`src/rtl/mem_responder.sv`:
```
// mem_responder: memory-side responder for the CPU instruction and data ports.
// Arbitrates data over instruction requests, drives one RAM port through the
// ramstate handshake, returns one-cycle hit pulses with registered load data,
// and aborts an access with an error response after TIMEOUT wait cycles.
module mem_responder #(
  parameter int WORD_W  = 32,
  parameter int ADDR_W  = 32,
  parameter int TIMEOUT = 255
) (
  input  logic              CLK,
  input  logic              RST,
  input  logic              iREN,
  input  logic [ADDR_W-1:0] iaddr,
  input  logic              dREN,
  input  logic              dWEN,
  input  logic [ADDR_W-1:0] daddr,
  input  logic [WORD_W-1:0] dstore,
  output logic              ihit,
  output logic              dhit,
  output logic [WORD_W-1:0] iload,
  output logic [WORD_W-1:0] dload,
  output logic              memerr,
  output logic              ramREN,
  output logic              ramWEN,
  output logic [ADDR_W-1:0] ramaddr,
  output logic [WORD_W-1:0] ramstore,
  input  logic [WORD_W-1:0] ramload,
  input  logic [1:0]        ramstate
);

  typedef enum logic [2:0] {
    IDLE  = 3'd0,
    DACC  = 3'd1,
    IACC  = 3'd2,
    DRESP = 3'd3,
    IRESP = 3'd4
  } state_t;

  localparam int CNT_W = (TIMEOUT < 1) ? 1 : $clog2(TIMEOUT + 1);
  localparam logic [CNT_W-1:0]  TO_LIMIT  = CNT_W'(TIMEOUT);
  localparam logic [1:0]        RS_ACCESS = 2'd2;
  localparam logic [1:0]        RS_ERROR  = 2'd3;
  localparam logic [WORD_W-1:0] BAD_WORD  = WORD_W'(32'hBAD1BAD1);

  state_t              state_q, state_d;
  logic [ADDR_W-1:0]   addr_q, addr_d;
  logic [WORD_W-1:0]   store_q, store_d;
  logic                wr_q, wr_d;
  logic [CNT_W-1:0]    cnt_q, cnt_d;
  logic                err_q, err_d;
  logic [WORD_W-1:0]   iload_q, iload_d;
  logic [WORD_W-1:0]   dload_q, dload_d;
  logic [CNT_W-1:0]    cnt_inc_s;
  logic                is_iacc_s;

  assign cnt_inc_s = cnt_q + {{(CNT_W-1){1'b0}}, 1'b1};
  assign is_iacc_s = (state_q == IACC);

  // Next-state logic: request latching, access handshake, abort path.
  always_comb begin
    state_d = state_q;
    addr_d  = addr_q;
    store_d = store_q;
    wr_d    = wr_q;
    cnt_d   = cnt_q;
    err_d   = err_q;
    iload_d = iload_q;
    dload_d = dload_q;
    case (state_q)
      IDLE: begin
        if (dREN || dWEN) begin
          // Data wins over a simultaneous instruction request.
          addr_d  = daddr;
          store_d = dstore;
          wr_d    = dWEN;
          cnt_d   = '0;
          state_d = DACC;
        end else if (iREN) begin
          addr_d  = iaddr;
          wr_d    = 1'b0;
          cnt_d   = '0;
          state_d = IACC;
        end else begin
          state_d = IDLE;
        end
      end
      DACC, IACC: begin
        if (ramstate == RS_ACCESS) begin
          err_d = 1'b0;
          if (is_iacc_s) begin
            iload_d = ramload;
          end else if (!wr_q) begin
            dload_d = ramload;
          end else begin
            dload_d = dload_q;
          end
          state_d = is_iacc_s ? IRESP : DRESP;
        end else if ((ramstate == RS_ERROR) || (cnt_inc_s == TO_LIMIT)) begin
          // RAM error or wait budget exhausted: complete with an error word.
          err_d = 1'b1;
          if (is_iacc_s) begin
            iload_d = BAD_WORD;
          end else if (!wr_q) begin
            dload_d = BAD_WORD;
          end else begin
            dload_d = dload_q;
          end
          state_d = is_iacc_s ? IRESP : DRESP;
        end else begin
          cnt_d = cnt_inc_s;
        end
      end
      DRESP, IRESP: begin
        state_d = IDLE;
      end
      default: begin
        state_d = IDLE;
      end
    endcase
  end

  // State and datapath registers with synchronous reset.
  always_ff @(posedge CLK) begin
    if (RST) begin
      state_q <= IDLE;
      addr_q  <= '0;
      store_q <= '0;
      wr_q    <= 1'b0;
      cnt_q   <= '0;
      err_q   <= 1'b0;
      iload_q <= '0;
      dload_q <= '0;
    end else begin
      state_q <= state_d;
      addr_q  <= addr_d;
      store_q <= store_d;
      wr_q    <= wr_d;
      cnt_q   <= cnt_d;
      err_q   <= err_d;
      iload_q <= iload_d;
      dload_q <= dload_d;
    end
  end

  // Outputs decode the registered state and latched operation only.
  assign ramREN   = is_iacc_s || ((state_q == DACC) && !wr_q);
  assign ramWEN   = (state_q == DACC) && wr_q;
  assign ramaddr  = addr_q;
  assign ramstore = store_q;
  assign ihit     = (state_q == IRESP);
  assign dhit     = (state_q == DRESP);
  assign memerr   = err_q && ((state_q == IRESP) || (state_q == DRESP));
  assign iload    = iload_q;
  assign dload    = dload_q;

endmodule
```
`config.mk`:
```
export PLATFORM = sky130hd
export DESIGN_NAME = mem_responder
export DESIGN_NICKNAME = d
export VERILOG_FILES = /design/src/rtl/mem_responder.sv
export SDC_FILE = /design/constraint.sdc
export NUM_CORES = 1
export LEC_CHECK = 0
export ABC_CLOCK_PERIOD_IN_PS = 2800
export CAP_MARGIN = 20
export CORE_UTILIZATION = 35
export DETAILED_ROUTE_END_ITERATION = 16
export GPL_TIMING_DRIVEN = 0
export HOLD_SLACK_MARGIN = 0.02
export MAX_ROUTING_LAYER = met4
export PLACE_DENSITY = 0.7
export SLEW_MARGIN = 0
export SYNTH_ARGS = -nofsm -noshare
export SYNTH_HDL_FRONTEND = slang
export SYNTH_SLANG_ARGS = --single-unit
```
`constraint.sdc`:
```
create_clock -name CLK -period 2.8 [get_ports CLK]
set_input_delay 0.42 -clock CLK [delete_from_list [all_inputs] [get_ports CLK]]
set_output_delay 0.42 -clock CLK [all_outputs]
set_load 0.01 [all_outputs]
```
Word level (Yosys, flattened, before mapping)
Index checks and enable logic that the tools add are counted.

operators by class
  reduce and logical (&&, ||, !) cells = 19
  multiplexer cells = 27
  equality and inequality tests = 17
  add/subtract/negate cells = 1

operators by type and width
  cell                   count
  $mux W32               12
  $mux W8                4
  $ne A2 B2 Y1 const B   8
  $pmux W8 S2            1
  $mux W3                3
  $add A8 B1 Y8 const B  1
  $eq A8 B8 Y1 const B   1
  $reduce_and A4 Y1      2
  $eq A3 B2 Y1 const B   2
  $ne A3 B3 Y1 const B   2
  $pmux W3 S2            1
  $reduce_and A2 Y1      3
  $reduce_and A6 Y1      1
  $reduce_bool A2 Y1     3
  $eq A2 B2 Y1 const B   2
  $logic_or A1 B1 Y1     4
  $mux W1                4
  $mux W2                2
  $eq A3 B1 Y1 const B   1
  $eq A3 B3 Y1 const B   1
  $logic_and A1 B1 Y1    3
  $logic_not A3 Y1       1
  $reduce_or A2 Y1       1
  $logic_not A1 Y1       1

storage, ports and cells
  output and inout bits = 133
  bits in registers = 141

Longest topological paths before layout
  depth in word-level cells = 6
  depth in mapped cells = 10
  gate-level depth less buffers = 8

Worst setup path after synthesis
Ideal clock, no wire load.

  kind = register to register
  start point = reg cnt_q[0]
  end point = reg iload_q[11] (netlist: iload[11])
  arrival time = 2.356 ns
  slack = 0.318 ns
  cell stages (with the launch flop) = 11
  path through = dfxtp_1 -> ha_1 -> buf_6 -> nand2b_1 -> or4_1 -> a32oi_2 -> a21oi_2 -> or3_1 -> buf_6 -> buf_6 -> mux2i_1

between the ends
  word-level cells in the longest chain between the ends = 5
  elaborated cells between the ends (all ways) = 6
  those cells by class = add/sub (1); eq/ne (2); reduce/logical (3)

RTL lines
  what                                                                 line  RTL
  start: declaration                                                   49    logic [CNT_W-1:0] cnt_q, cnt_d;
  start signal: assignment                                             138   cnt_q <= cnt_d;
  $add A8 B1 Y8 (*)                                                    56    assign cnt_inc_s = cnt_q + {{(CNT_W-1){1'b0}}, 1'b1};
  $eq A8 B8 Y1 (*)                                                     98    end else if ((ramstate == RS_ERROR) || (cnt_inc_s == TO_LIMIT)) begin
  $logic_or A1 B1 Y1 (*)                                               98
  $ne A2 B2 Y1 (no source line) or $reduce_bool A2 Y1 (tied branches)  -
  $reduce_and A4 Y1 (no source line) (*)                               -
  end signal: assignment                                               140   iload_q <= iload_d;
  end: declaration                                                     51    logic [WORD_W-1:0] iload_q, iload_d;

Every way passes the cells marked *; elsewhere a longest branch is shown, timed or not.
A chain may end at the register's enable or synchronous reset.

Worst setup path in the final report
  start point = reg cnt_q[0]
  end point = reg iload_q[7] (netlist: iload[7])

Same word-level chain as after synthesis.

==> impl_metrics.yaml <==
clock_tree:
  clock_slew_at_reported_path_ffs_ns: 0.06
  clockRootBuffer: "sky130_fd_sc_hd__clkbuf_16"
  htree_levels: 4
  clock_network_latency_to_the_later_pin_of_the_worst_skew_pair_ns: 0.42
  clock_path_buffers: 2
  hold_buffers: 0
  cts.sink_count: 141
  tritoncts.num_buffers: 17
  cts_tree: "built"
power:
  power_switching_w: 0.00161
  p_total_w: 0.00597
  logic_pwr_share: 0.207
  power_frac_seq: 0.380
  intPower_w: 0.00436
  leakagePower_nw: 3.74
  power_density_nw_per_um2: 633
  switching_share: 0.270
  clock_power_share: 0.413
  irDropWorstVdd_mv: 0.420
floorplan:
  fp.dieW_microns: 131
  num_rows: 46
  die-height_microns: 131
  fp.coreArea_sq_um: 16100
  start_util: 0.363
  dieArea_sq_um: 17200
  ios: 268
sta:
  post-route-period-util: 0.954
  final.setup.tns_ns: 0
  timing_worst_slew_pin_value_ns: 0.662
  skew_ns: 0.00975
  setup_repair_after_global_routing_missed_its_margin: "false"
  timing.max_slew.rel_slack: 0.558
  slew_viol_final: 0
  fmax_mhz: 374
  report.final.hold_viol_count: 0
  min_period_ns: 2.67
  final_number_of_setup_violating_endpoints: 0
routing:
  remaining_design_rule_violation_count: 0
  dr_total_vias: 5889
  drt-pass1-iter-count: 4
  finalWirelength_microns: 18900
  via_per_inst: 4.91
  drt_first_iter_violations: 289
  ant_nets: 0
  routedWlPerCell_microns: 15.7
yosys:
  syn_nets: 824
  synth.top_cell.area_share: 0.482
  post-synth-top-area-cell: "sky130_fd_sc_hd__dfxtp_1"
  synth_edf_count: 0
  synth_top_cells_by_area: "sky130_fd_sc_hd__dfxtp_1 48%, sky130_fd_sc_hd__mux2i_1 11%, sky130_fd_sc_hd__nand2_1 11%"
  synthesis.yosys.warnings: 0
  synth_sequential_area_ratio: 0.482
  syn-cell-area_sq_um: 5850
  syn_inst: 687
  postSynth.topFlopCell: "sky130_fd_sc_hd__dfxtp_1"
  ys_seq_elements: 141
  fraction_of_registers_with_async_set_or_reset_after_synthesis: 0
  synth.avg_cell_area_sq_um: 8.52
  synthDistinctLibCells: 48
final_layout:
  diodes: 0
  synthToLayoutAreaGrowth_pct: 61.1
  num-nets-final: 1108
  drive_above_1_share: 0.0498
  finalCoreUtilization: 0.585
grt:
  grt_antenna_before_repair: 0
  grt_max_degree: 17
  groute.usage.overall: 0.227
  grt_pass1_wl_microns: 30000
  via_count_of_the_first_global_routing_pass: 5717
  globalRouteOverflowTotal: 0
setup_path:
  path_common_cell: "sky130_fd_sc_hd__buf_6"
  cp-start-kind: "flip-flop"
  worstPathCellList: "ha_1, buf_6, nand2b_1, or4_1, a32oi_2, a21oi_2, or3_1, buf_6, buf_6, mux2i_1"
  critPathKind: "reg -> reg"
  critical_path.max_stage_delay_ns: 0.48
  cp_data_arrival_time_ns: 2.96
  worst-path-max-fanout: 10
  kind_of_end_point_of_the_critical_path: "flip-flop"
  cp_slowest_cell: "sky130_fd_sc_hd__or4_1"
  required_ns: 3.09
status:
  run_status: "completed"
run:
  cap_violations: 0
place:
  detailedPlacementHpwl_microns: 14100
  io_buffer_count: 264
  routability_congestion: 0.833
hold_path:
  hold_path.class: "reg -> reg"
-- placed cells by master, fill, tap and decap left out, types with 3 or more instances in the layout --
master	instances
sky130_fd_sc_hd__clkdlybuf4s50_1	264
sky130_fd_sc_hd__nand2_1	172
sky130_fd_sc_hd__dfxtp_1	141
sky130_fd_sc_hd__mux2i_1	65
sky130_fd_sc_hd__clkbuf_1	53
sky130_fd_sc_hd__o21ai_0	47
sky130_fd_sc_hd__nor2_1	43
sky130_fd_sc_hd__a21oi_1	40
sky130_fd_sc_hd__a311oi_1	35
sky130_fd_sc_hd__nand3_1	18
sky130_fd_sc_hd__clkbuf_16	17
sky130_fd_sc_hd__o21ai_1	9
sky130_fd_sc_hd__buf_6	5
sky130_fd_sc_hd__nand2b_1	4
sky130_fd_sc_hd__nor3_1	4
sky130_fd_sc_hd__buf_4	4
sky130_fd_sc_hd__bufinv_16	4
sky130_fd_sc_hd__and3b_1	3
sky130_fd_sc_hd__nor2b_1	3
sky130_fd_sc_hd__or3_1	3
sky130_fd_sc_hd__clkinvlp_4	3
sky130_fd_sc_hd__inv_8	3
-- per-stage QoR --
stage,cells,setup slack [ns],instance area (sq um),hold WS (ns)
CTS,1199,0.0332,9410,0.454
floorplan,687,0.318,5850,0.459
global placement,1167,0.0645,8770,0.441
detailed placement,1167,0.0441,8770,0.446
global route,1200,0.0189,9430,0.472
finish,1200,0.128,9430,0.452
-- logic make-up after synthesis --
| group | after synthesis | share of synthesized area |
|---|---|---|
| and+or+nand+nor | 265 | 0.191 |
| AOI/OAI and AO/OA | 147 | 0.159 |
| DFF | 141 | 0.482 |
| muxes | 66 | 0.113 |
| buffers and inverters | 65 | 0.0489 |
| adders and majority gates | 2 | 0.00427 |
| xor gates and xnor gates | 1 | 0.00150 |
-- layer usage --
metal / vias to the layer above / wire length, microns / global-route usage
li1: 2947 / - / -
met1: 2678 / 8300 / 0.280
met2: 241 / 8770 / 0.353
met3: 23 / 1560 / 0.0721
met4: 0 / 281 / 0.0685
met5: - / 0 / -
-- sequential cells by signal, indices dropped and copies added, names as in the netlist --
signal    flops
cnt_q         8
dload        32
wr_q          1
state_q       3
ramstore     32
ramaddr      32
err_q         1
iload        32
-- critical path: cells and delay by family (launching register included) --
kind	cells	cell delay [ns]
and+or+nand+nor	3	0.96
muxes	1	0.12
DFF	1	0.36
AOI/OAI and AO/OA	2	0.41
adders and majority gates	1	0.23
buffers and inverters	3	0.45
-- power by group through the flow --
| stage | clock network (W) | registers, W | logic (W) |
|---|---|---|---|
| 2_1_floorplan | 0 | 0.00238 | 0.000481 |
| 3_3_place_gp | 0 | 0.00231 | 0.00123 |
| 3_5_place_dp | 0 | 0.00231 | 0.00124 |
| 4_1_cts | 0.00250 | 0.00227 | 0.00124 |
| 5_1_grt | 0.00259 | 0.00229 | 0.00134 |
| 6_report | 0.00246 | 0.00227 | 0.00124 |
-- worst paths after layout --
kind	end	startpoint	slack, ns	depth (start not counted)
max	iload[7]	cnt_q[0]	0.13	10
min	ramstore[29]	ramstore[29]	0.45	2
max reg2reg	iload[7]	cnt_q[0]	0.13	10
min reg2reg	ramstore[29]	ramstore[29]	0.45	2
-- area by class of cell --
cell class                      instances  area [sq um]
Clock buffer                           19           443
Buffer                                 63           288
Clock inverter                         13           203
Tap cell                              216           270
Inverter                                2          7.51
Sequential cell                       141          2820
Timing Repair Buffer                  265          2650
Fill cell                            1486          6690
Multi-Input combinational cell        481          2750
-- repair_timing --
item | CTS | global route
resized for setup | 0 | 9
setup buffers | 0 | 1
endpoints found under the setup margin | 0 | 32
-- synthesized netlist by cell type, drive strengths merged, types with 2 or more instances --
| cell | instances |
|---|---|
| inv | 2 |
| nand2 | 172 |
| ha | 2 |
| a21boi | 2 |
| a2111oi | 2 |
| nor2b | 3 |
| o211ai | 2 |
| nand3 | 18 |
| o21ai | 56 |
| nand2b | 4 |
| a311oi | 35 |
| mux2i | 65 |
| nor3 | 4 |
| and3b | 3 |
| dfxtp | 141 |
| or2 | 2 |
| nor2 | 43 |
| buf | 10 |
| clkbuf | 53 |
| and3 | 2 |
| a21oi | 41 |
| or3 | 3 |
| and2 | 2 |
No activity file was read; power rests on OpenSTA's default activity.
